==> src/rtl/ram_port_arbiter_pkg.sv <==
// Store/load flag encodings and arbiter FSM states shared by the RAM port.
package riscv_mem_pkg;

    localparam logic [1:0] WR_NONE = 2'b00;
    localparam logic [1:0] WR_SW   = 2'b01;
    localparam logic [1:0] WR_SH   = 2'b10;
    localparam logic [1:0] WR_SB   = 2'b11;

    localparam logic [2:0] LD_LW  = 3'b001;
    localparam logic [2:0] LD_LH  = 3'b110;
    localparam logic [2:0] LD_LB  = 3'b111;
    localparam logic [2:0] LD_LBU = 3'b011;
    localparam logic [2:0] LD_LHU = 3'b010;

    typedef enum logic [1:0] {
        ST_IDLE,
        ST_ISSUE,
        ST_WAIT,
        ST_RESP
    } arb_state_e;

endpackage

==> src/rtl/ram_port_arbiter_if.sv <==
// Requester and RAM-side signals of the shared RAM port.
interface ram_port_arbiter_if #(
    parameter int ADDR_W = 12
);
    logic              if_req;
    logic [31:0]       if_addr;
    logic              if_gnt;
    logic              if_rvalid;
    logic [31:0]       if_rdata;
    logic              d_req;
    logic [31:0]       d_addr;
    logic [1:0]        d_write_flag;
    logic [2:0]        d_load_flag;
    logic [31:0]       d_wdata;
    logic              d_gnt;
    logic              d_rvalid;
    logic [31:0]       d_rdata;
    logic              d_err;
    logic              ram_en;
    logic              ram_we;
    logic [3:0]        ram_be;
    logic [ADDR_W-1:0] ram_addr;
    logic [31:0]       ram_wdata;
    logic [31:0]       ram_rdata;

    modport slave (
        input  if_req, if_addr, d_req, d_addr,
        input  d_write_flag, d_load_flag, d_wdata,
        input  ram_rdata,
        output if_gnt, if_rvalid, if_rdata,
        output d_gnt, d_rvalid, d_rdata, d_err,
        output ram_en, ram_we, ram_be,
        output ram_addr, ram_wdata
    );

    modport master (
        output if_req, if_addr, d_req, d_addr,
        output d_write_flag, d_load_flag, d_wdata,
        output ram_rdata,
        input  if_gnt, if_rvalid, if_rdata,
        input  d_gnt, d_rvalid, d_rdata, d_err,
        input  ram_en, ram_we, ram_be,
        input  ram_addr, ram_wdata
    );
endinterface

==> src/rtl/mem_lane_align.sv <==
// Byte-lane steering: store strobes/replication, load extraction/extension.
module mem_lane_align
    import riscv_mem_pkg::*;
(
    input  logic [1:0]  wflag_i,
    input  logic [2:0]  lflag_i,
    input  logic [1:0]  off_i,
    input  logic [31:0] wdata_i,
    input  logic [31:0] rdata_i,
    output logic [3:0]  be_o,
    output logic [31:0] wdata_o,
    output logic [31:0] rdata_o,
    output logic        misalign_o
);
    logic [7:0]  byte_sel;
    logic [15:0] half_sel;

    always_comb begin
        byte_sel   = rdata_i[{off_i, 3'b000} +: 8];
        half_sel   = off_i[1] ? rdata_i[31:16] : rdata_i[15:0];
        be_o       = 4'hF;
        wdata_o    = wdata_i;
        rdata_o    = rdata_i;
        misalign_o = 1'b0;
        case (wflag_i)
            WR_SW: misalign_o = off_i != 2'b00;
            WR_SH: begin
                be_o       = off_i[1] ? 4'b1100 : 4'b0011;
                wdata_o    = {2{wdata_i[15:0]}};
                misalign_o = off_i[0];
            end
            WR_SB: begin
                be_o    = 4'b0001 << off_i;
                wdata_o = {4{wdata_i[7:0]}};
            end
            default: begin
                // unlisted load codes fall through to a plain word load
                case (lflag_i)
                    LD_LB:  rdata_o = {{24{byte_sel[7]}}, byte_sel};
                    LD_LBU: rdata_o = {24'h0, byte_sel};
                    LD_LH: begin
                        rdata_o    = {{16{half_sel[15]}}, half_sel};
                        misalign_o = off_i[0];
                    end
                    LD_LHU: begin
                        rdata_o    = {16'h0, half_sel};
                        misalign_o = off_i[0];
                    end
                    default: misalign_o = off_i != 2'b00;
                endcase
            end
        endcase
    end
endmodule

==> src/rtl/ram_port_arbiter.sv <==
// Fixed-priority IF/D arbiter for the single-port RAM with fixed-latency FSM.
// Optional MEM_MISALIGN_TRAP_EN: misaligned D accesses skip RAM, raise d_err.
module ram_port_arbiter
    import riscv_mem_pkg::*;
#(
    parameter int ADDR_W  = 12,
    parameter int RAM_LAT = 1
) (
    input logic               clk,
    input logic               rst,
    ram_port_arbiter_if.slave bus
);
    arb_state_e        state_q;
    logic [2:0]        cnt_q;
    logic [2:0]        cnt_d;
    logic              fetch_q;
    logic [ADDR_W+1:0] addr_q;
    logic [1:0]        wflag_q;
    logic [2:0]        lflag_q;
    logic [31:0]       wdata_q;

    logic        idle, issue, resp, store, trap;
    logic        if_rv, d_rv, misalign;
    logic [3:0]  be;
    logic [31:0] wdata_al, rdata_ext;
    logic        unused_bits;

    mem_lane_align u_align (
        .wflag_i    (wflag_q),
        .lflag_i    (lflag_q),
        .off_i      (addr_q[1:0]),
        .wdata_i    (wdata_q),
        .rdata_i    (bus.ram_rdata),
        .be_o       (be),
        .wdata_o    (wdata_al),
        .rdata_o    (rdata_ext),
        .misalign_o (misalign)
    );

`ifdef MEM_MISALIGN_TRAP_EN
    assign trap    = misalign & ~fetch_q;
    assign bus.d_err = d_rv & trap;
`else
    logic unused_misalign;
    assign unused_misalign = misalign;
    assign trap      = 1'b0;
    assign bus.d_err = 1'b0;
`endif

    assign unused_bits = ^{bus.if_addr[31:ADDR_W+2],
                           bus.if_addr[1:0],
                           bus.d_addr[31:ADDR_W+2]};

    assign idle  = state_q == ST_IDLE;
    assign issue = (state_q == ST_ISSUE) & ~trap;
    assign resp  = state_q == ST_RESP;
    assign store = wflag_q != WR_NONE;
    assign cnt_d = cnt_q - 3'd1;
    assign if_rv = resp & fetch_q;
    assign d_rv  = resp & ~fetch_q;

    assign bus.d_gnt     = bus.d_req & idle;
    assign bus.if_gnt    = bus.if_req & ~bus.d_req & idle;
    assign bus.ram_en    = issue;
    assign bus.ram_we    = issue & store;
    assign bus.ram_be    = issue ? be : 4'h0;
    assign bus.ram_addr  = issue ? addr_q[ADDR_W+1:2] : '0;
    assign bus.ram_wdata = issue ? wdata_al : '0;
    assign bus.if_rvalid = if_rv;
    assign bus.if_rdata  = if_rv ? bus.ram_rdata : '0;
    assign bus.d_rvalid  = d_rv;
    assign bus.d_rdata   = (d_rv & ~store & ~trap) ? rdata_ext : '0;

    always_ff @(posedge clk) begin
        if (rst) begin
            state_q <= ST_IDLE;
            cnt_q   <= '0;
            fetch_q <= 1'b0;
            addr_q  <= '0;
            wflag_q <= '0;
            lflag_q <= '0;
            wdata_q <= '0;
        end else begin
            unique case (state_q)
                ST_IDLE: begin
                    if (bus.d_req) begin
                        state_q <= ST_ISSUE;
                        fetch_q <= 1'b0;
                        addr_q  <= bus.d_addr[ADDR_W+1:0];
                        wflag_q <= bus.d_write_flag;
                        lflag_q <= bus.d_load_flag;
                        wdata_q <= bus.d_wdata;
                    end else if (bus.if_req) begin
                        // fetch is always an aligned full-word read
                        state_q <= ST_ISSUE;
                        fetch_q <= 1'b1;
                        addr_q  <= {bus.if_addr[ADDR_W+1:2], 2'b00};
                        wflag_q <= WR_NONE;
                        lflag_q <= LD_LW;
                        wdata_q <= '0;
                    end
                end
                ST_ISSUE: begin
                    cnt_q   <= 3'(RAM_LAT - 1);
                    state_q <= (trap || RAM_LAT == 1) ? ST_RESP : ST_WAIT;
                end
                ST_WAIT: begin
                    cnt_q <= cnt_d;
                    if (cnt_d == 3'd0) state_q <= ST_RESP;
                end
                ST_RESP: state_q <= ST_IDLE;
                default: state_q <= ST_IDLE;
            endcase
        end
    end
endmodule

==> src/flat_wrapper.sv <==
// flat-port wrapper written by rule: the top's interface ports become plain ports
module ram_port_arbiter_flat import riscv_mem_pkg::*;
#(
    parameter int ADDR_W  = 12,
    parameter int RAM_LAT = 1
)
  (clk, rst, bus_if_req, bus_if_addr, bus_d_req, bus_d_addr, bus_d_write_flag, bus_d_load_flag, bus_d_wdata, bus_ram_rdata, bus_if_gnt, bus_if_rvalid, bus_if_rdata, bus_d_gnt, bus_d_rvalid, bus_d_rdata, bus_d_err, bus_ram_en, bus_ram_we, bus_ram_be, bus_ram_addr, bus_ram_wdata);
  ram_port_arbiter_if #(.ADDR_W(ADDR_W)) bus_i ();
  input logic clk;
  input logic rst;
  input wire logic [$bits(bus_i.if_req)-1:0] bus_if_req;
  input wire logic [$bits(bus_i.if_addr)-1:0] bus_if_addr;
  input wire logic [$bits(bus_i.d_req)-1:0] bus_d_req;
  input wire logic [$bits(bus_i.d_addr)-1:0] bus_d_addr;
  input wire logic [$bits(bus_i.d_write_flag)-1:0] bus_d_write_flag;
  input wire logic [$bits(bus_i.d_load_flag)-1:0] bus_d_load_flag;
  input wire logic [$bits(bus_i.d_wdata)-1:0] bus_d_wdata;
  input wire logic [$bits(bus_i.ram_rdata)-1:0] bus_ram_rdata;
  output wire logic [$bits(bus_i.if_gnt)-1:0] bus_if_gnt;
  output wire logic [$bits(bus_i.if_rvalid)-1:0] bus_if_rvalid;
  output wire logic [$bits(bus_i.if_rdata)-1:0] bus_if_rdata;
  output wire logic [$bits(bus_i.d_gnt)-1:0] bus_d_gnt;
  output wire logic [$bits(bus_i.d_rvalid)-1:0] bus_d_rvalid;
  output wire logic [$bits(bus_i.d_rdata)-1:0] bus_d_rdata;
  output wire logic [$bits(bus_i.d_err)-1:0] bus_d_err;
  output wire logic [$bits(bus_i.ram_en)-1:0] bus_ram_en;
  output wire logic [$bits(bus_i.ram_we)-1:0] bus_ram_we;
  output wire logic [$bits(bus_i.ram_be)-1:0] bus_ram_be;
  output wire logic [$bits(bus_i.ram_addr)-1:0] bus_ram_addr;
  output wire logic [$bits(bus_i.ram_wdata)-1:0] bus_ram_wdata;
  assign bus_i.if_req = bus_if_req;
  assign bus_i.if_addr = bus_if_addr;
  assign bus_i.d_req = bus_d_req;
  assign bus_i.d_addr = bus_d_addr;
  assign bus_i.d_write_flag = bus_d_write_flag;
  assign bus_i.d_load_flag = bus_d_load_flag;
  assign bus_i.d_wdata = bus_d_wdata;
  assign bus_i.ram_rdata = bus_ram_rdata;
  assign bus_if_gnt = bus_i.if_gnt;
  assign bus_if_rvalid = bus_i.if_rvalid;
  assign bus_if_rdata = bus_i.if_rdata;
  assign bus_d_gnt = bus_i.d_gnt;
  assign bus_d_rvalid = bus_i.d_rvalid;
  assign bus_d_rdata = bus_i.d_rdata;
  assign bus_d_err = bus_i.d_err;
  assign bus_ram_en = bus_i.ram_en;
  assign bus_ram_we = bus_i.ram_we;
  assign bus_ram_be = bus_i.ram_be;
  assign bus_ram_addr = bus_i.ram_addr;
  assign bus_ram_wdata = bus_i.ram_wdata;
  ram_port_arbiter #(.ADDR_W(ADDR_W), .RAM_LAT(RAM_LAT)) u_core (.clk(clk), .rst(rst), .bus(bus_i));
endmodule
==> config.mk <==
export PLATFORM = sky130hd
export DESIGN_NAME = ram_port_arbiter_flat
export DESIGN_NICKNAME = d
export VERILOG_FILES = /design/src/rtl/ram_port_arbiter_pkg.sv /design/src/rtl/ram_port_arbiter_if.sv /design/src/rtl/mem_lane_align.sv /design/src/rtl/ram_port_arbiter.sv /design/src/flat_wrapper.sv
export SDC_FILE = /design/constraint.sdc
export NUM_CORES = 1
export LEC_CHECK = 0
export ABC_CLOCK_PERIOD_IN_PS = 4200
export CAP_MARGIN = 25
export CORE_UTILIZATION = 41
export DETAILED_ROUTE_END_ITERATION = 7
export GPL_ROUTABILITY_DRIVEN = 0
export PLACE_DENSITY_LB_ADDON = 0.1
export SLEW_MARGIN = 20
export SYNTH_ARGS = -nofsm -noshare
export SYNTH_HDL_FRONTEND = slang
export SYNTH_HIERARCHICAL = 1
export SYNTH_SLANG_ARGS = --single-unit
==> constraint.sdc <==
create_clock -name clk -period 4.2 [get_ports clk]
set_input_delay 0.84 -clock clk [delete_from_list [all_inputs] [get_ports clk]]
set_output_delay 0.84 -clock clk [all_outputs]
set_load 0.1 [all_outputs]
## Yosys cells after proc, flatten, opt, wreduce, memory -nomap -nowiden

Cells that the tools add are included.
W data, S select, Z words.

- Logic and storage cells: 66
- Register bits: 57
- Output and inout bits: 119
- Bits of input ports: 137

- Add/sub/neg operators: 1
- Muxes and demuxes: 26
- Equality and inequality tests: 12
- Shift operators: 2
- Reduce and logical (&&, ||, !) cells: 8
- Bitwise logic cells: 10

Operator list:

| operator | number |
|---|---|
| $mux W32 | 6 |
| $pmux W32 S4 | 1 |
| $pmux W32 S2 | 1 |
| $shiftx A32 B6 Y8 | 1 |
| $mux W14 | 2 |
| $mux W16 | 1 |
| $mux W12 | 1 |
| $mux W2 | 5 |
| $eq A2 B2 Y1 const B | 4 |
| $mux W4 | 2 |
| $pmux W2 S4 | 1 |
| $pmux W4 S2 | 1 |
| $and A1 B1 Y1 | 7 |
| $eq A3 B2 Y1 const B | 2 |
| $eq A3 B3 Y1 const B | 2 |
| $mux W3 | 2 |
| $pmux W3 S2 | 1 |
| $reduce_bool A2 Y1 | 3 |
| $eq A2 B1 Y1 const B | 2 |
| $reduce_and A2 Y1 | 2 |
| $shl A1 B2 Y4 const A | 1 |
| $logic_not A3 Y1 | 1 |
| $ne A3 B3 Y1 const B | 1 |
| $not A1 Y1 | 3 |
| 5 further kinds | 6 |

## Longest topological paths before layout

- Depth in word-level cells: 4
- Gate-level depth with buffers: 8
- Gate-level depth less buffers: 5

## Modules after synthesis

The synthesis kept the hierarchy.

By module, submodules not included:

| module | cells an instance | instances | area each (um2) | sequential area each (um2) |
|---|---|---|---|---|
| ram_port_arbiter | 361 | 1 | 3039.2 | 1141.1 |
| mem_lane_align | 174 | 1 | 1189.9 | 0.0 |

## Worst setup path after synthesis

No wires, ideal clock.

- Path type: register to output
- Start: reg u_core.state_q[1]
- End: out bus_ram_wdata[12]
- Cell stages (with the launch flop): 6
- Path buffers: 2
- Path slack: 0.877 ns
- Data required time: 3.360 ns
- Data arrival time: 2.483 ns
- Path through: dfxtp_1 -> inv_1 -> ha_1 -> clkbuf_1 -> clkbuf_1 -> and2_1

- Cells in the longest elaborated chain, start to end: 2

Ends and longest elaborated chain:

| element | RTL line | RTL |
|---|---|---|
| start: declaration | ram_port_arbiter.sv:13 | `arb_state_e state_q;` |
| start signal: assignment | ram_port_arbiter.sv:105 | `state_q <= (trap \|\| RAM_LAT == 1) ? ST_RESP : ST_WAIT;` |
| $eq A2 B1 Y1 | ram_port_arbiter.sv:55 | `assign issue = (state_q == ST_ISSUE) & ~trap;` |
| net bus_ram_en | flat_wrapper.sv:26 | `output wire logic [$bits(bus_i.ram_en)-1:0] bus_ram_en;` |
| $mux W32 | ram_port_arbiter.sv:68 | `assign bus.ram_wdata = issue ? wdata_al : '0;` |
| end: declaration | flat_wrapper.sv:30 | `output wire logic [$bits(bus_i.ram_wdata)-1:0] bus_ram_wdata;` |

The timed path passes the listed nets, and every way through them passes these cells.

## Worst setup path in the final report

- Start: in bus_ram_rdata[23]
- End: out bus_d_rdata[15]

- Cells in the longest elaborated chain, start to end: 4

Ends and longest elaborated chain:

| element | RTL line | RTL |
|---|---|---|
| start: declaration | flat_wrapper.sv:18 | `input wire logic [$bits(bus_i.ram_rdata)-1:0] bus_ram_rdata;` |
| $shiftx A32 B6 Y8 | mem_lane_align.sv:19 | `byte_sel = rdata_i[{off_i, 3'b000} +: 8];` |
| $pmux W32 S4 | mem_lane_align.sv:38 | `case (lflag_i)` |
| $mux W32 | mem_lane_align.sv:25 | `case (wflag_i)` |
| net u_core.rdata_ext[15] | ram_port_arbiter.sv:25 | `logic [31:0] wdata_al, rdata_ext;` |
| $mux W32 | ram_port_arbiter.sv:72 | `assign bus.d_rdata = (d_rv & ~store & ~trap) ? rdata_ext : '0;` |
| end: declaration | flat_wrapper.sv:24 | `output wire logic [$bits(bus_i.d_rdata)-1:0] bus_d_rdata;` |

The timed path passes the listed nets, and every way through them passes these cells.

==> impl_metrics.ini <==
[outcome]
run_status = completed

[clocking]
cts_num_sinks = 57
cts_htree_levels = 3
postCtsResizedCells = 0
cts_tree = done
clock_path_buffers = 2
worst_setup_hold_path_clk_slew_ns = 0.06
clk_lat_worst_skew_ns = 0.34
clk_tree_root_cell = sky130_fd_sc_hd__clkbuf_8
hold_buffers = 0
post-cts-setup-buffer-count = 0
cts_buffers = 9

[placed_design]
numPortBuffers = 216
placedInstanceArea_um2 = 6410
detailed_place_hpwl_mm = 10.2
placed_cells_incl_taps = 831
worst_slack_placed_ns = 0.799

[routing]
initialDrtViolationCount = 211
detail_route.wirelength_mm = 13.8
wl_cell_um = 16.3
detailroute.via_count = 4522
antenna_violating_nets_post_route = 0
first_pass_iters = 5
drc = 0
viasPerCell = 5.33

[worst_setup_path]
r2r_start = u_core/state_q[0]
path_max_fanout = 8
worst-setup-path-type = in2out
cp-end-kind = primary output
critical_path.startpoint_type = input port
startpoint = bus_ram_rdata[23]
worst_ep_required_time_ns = 3.36
cp.arrival_ns = 2.56

[die]
floorplan.die.width_um = 103
pin_count = 256
fp.dieH_um = 103
die_area_um2 = 10700
initial_utilization = 0.427
placeableCoreArea_um2 = 9860
std_cell_rows = 36

[timing]
number_of_pins_exceeding_their_max_slew_limit_in_the_final_report = 0
final_min_period_over_clock_period = 0.809
worst_slew_margin_relative_to_its_limit = 0.364
period_needed_ns = 3.40
max_clock_freq_mhz = 294
postLayoutSetupSlackWorst_ns = 0.802
timing.clock.skew_ns = 0.0159
tns_ns = 0
final.hold.worst_slack_ns = 0.493
rsz0062_at_grt = false
final_count_of_negative_setup_slack_endpoints = 0
timing_hold_violations_final = 0
timing_worst_slew_pin_value_ns = 0.953

[yosys]
mappedNetlistNets = 674
netlist_instances = 531
synth.avg_cell_area_um2 = 7.93
syn-cell-area_um2 = 4210
yosysWarnings = 6

[power_and_ir_drop]
seq_power_share = 0.218
report.power.total_mw = 3.60
p_sw_frac = 0.546
areal_power_density_over_the_cells_nw_per_um2 = 544
net-switching-power_mw = 1.97
ir_drop_uv = 361
p_int_mw = 1.64
p_leak_nw = 2.98
power.clock.fraction = 0.144
share_comb_of_total_power = 0.639

[final_layout]
final_layout_size_suffix_gt1_frac = 0.286
num-nets-final = 853
design_area_um2 = 6630
filler_cell_count = 834
area_growth_syn_to_layout_pct = 57.5
finish.cell_count_without_fillers = 848
utilization = 0.672

[global_route]
grt_max_degree = 60
antenna_found_initial = 1
grt_pass1_vias = 4056
grt_usage = 0.249
gr-total-overflow = 0
grt_first_pass_wirelength_mm = 20.6

[hold_path]
holdCritStartpoint = u_core/cnt_q[0]
worst_min_delay_path_category = reg2reg

[job]
drv_cap = 0
[per-layer routing]
metal | vias to the layer above | track usage | routed length, um
met1 | 2097 | 0.315 | 6110
met3 | 27 | 0.0612 | 991
met5 | - | 0 | 0
li1 | 2214 | - | -
met2 | 184 | 0.405 | 6340
met4 | 0 | 0.103 | 378
[worst paths after layout]
path | endpoint | slack, ns | depth (start not counted)
worst max-delay path | bus_d_rdata[15] | 0.80 | 7
worst min-delay path | u_core/cnt_q[0] | 0.49 | 2
worst max register to register | u_core/lflag_q[0] | 2.36 | 6
worst min register to register | u_core/cnt_q[0] | 0.49 | 2
[worst max-delay path: stages]
cell                              delay (ns)
sky130_fd_sc_hd__clkdlybuf4s50_1        0.48
sky130_fd_sc_hd__mux2_4                 0.31
sky130_fd_sc_hd__a32o_1                 0.23
sky130_fd_sc_hd__nand3_2                0.16
sky130_fd_sc_hd__o311ai_1               0.13
sky130_fd_sc_hd__and2_2                 0.24
sky130_fd_sc_hd__buf_12                 0.17
[cell type report]
cell class	instances	area, um2	share of cell area
multi-input cells	409	2740	0.413
repair buffers	225	2350	0.355
flip-flops and latches	57	1140	0.172
well taps	133	166	0.0251
clock buffers	10	138	0.0208
clock inverters	5	56.3	0.00849
inverters	8	30.0	0.00453
diodes	1	2.50	0.000377
[power by group through the flow]
| stage | combinational (mW) | clock, mW | sequential (mW) |
|---|---|---|---|
| floorplan | 1.78 | 0 | 0.743 |
| global placement | 2.27 | 0 | 0.785 |
| detailed placement | 2.29 | 0 | 0.795 |
| CTS | 2.30 | 0.528 | 0.785 |
| global route | 2.42 | 0.548 | 0.803 |
| finish | 2.30 | 0.517 | 0.786 |
[state kept, by name (all words and copies together) (netlist names)]
register,cells
u_core/wflag_q,2
u_core/lflag_q,3
u_core/wdata_q,32
u_core/fetch_q,1
u_core/cnt_q,3
u_core/state_q,2
u_core/addr_q,14
[layout by cell type, fill, tap and decap left out, types with 3 or more instances in the layout]
cell type	instances
sky130_fd_sc_hd__clkdlybuf4s50_1	97
sky130_fd_sc_hd__buf_4	93
sky130_fd_sc_hd__nor2_1	67
sky130_fd_sc_hd__and2_1	60
sky130_fd_sc_hd__dfxtp_1	57
sky130_fd_sc_hd__a22oi_1	38
sky130_fd_sc_hd__buf_12	34
sky130_fd_sc_hd__and3_1	29
sky130_fd_sc_hd__nand2_1	28
sky130_fd_sc_hd__mux2_2	24
sky130_fd_sc_hd__and2_2	22
sky130_fd_sc_hd__mux2i_1	21
sky130_fd_sc_hd__a21oi_1	19
sky130_fd_sc_hd__a21o_1	16
sky130_fd_sc_hd__o22ai_1	14
sky130_fd_sc_hd__a211oi_1	12
sky130_fd_sc_hd__clkbuf_8	10
sky130_fd_sc_hd__nand3_1	9
sky130_fd_sc_hd__inv_1	8
sky130_fd_sc_hd__nand4_1	7
sky130_fd_sc_hd__ha_1	6
sky130_fd_sc_hd__o21ai_0	4
sky130_fd_sc_hd__and3_2	3
sky130_fd_sc_hd__nor2b_1	3
Note: power is estimated with default switching activity, not from simulation.
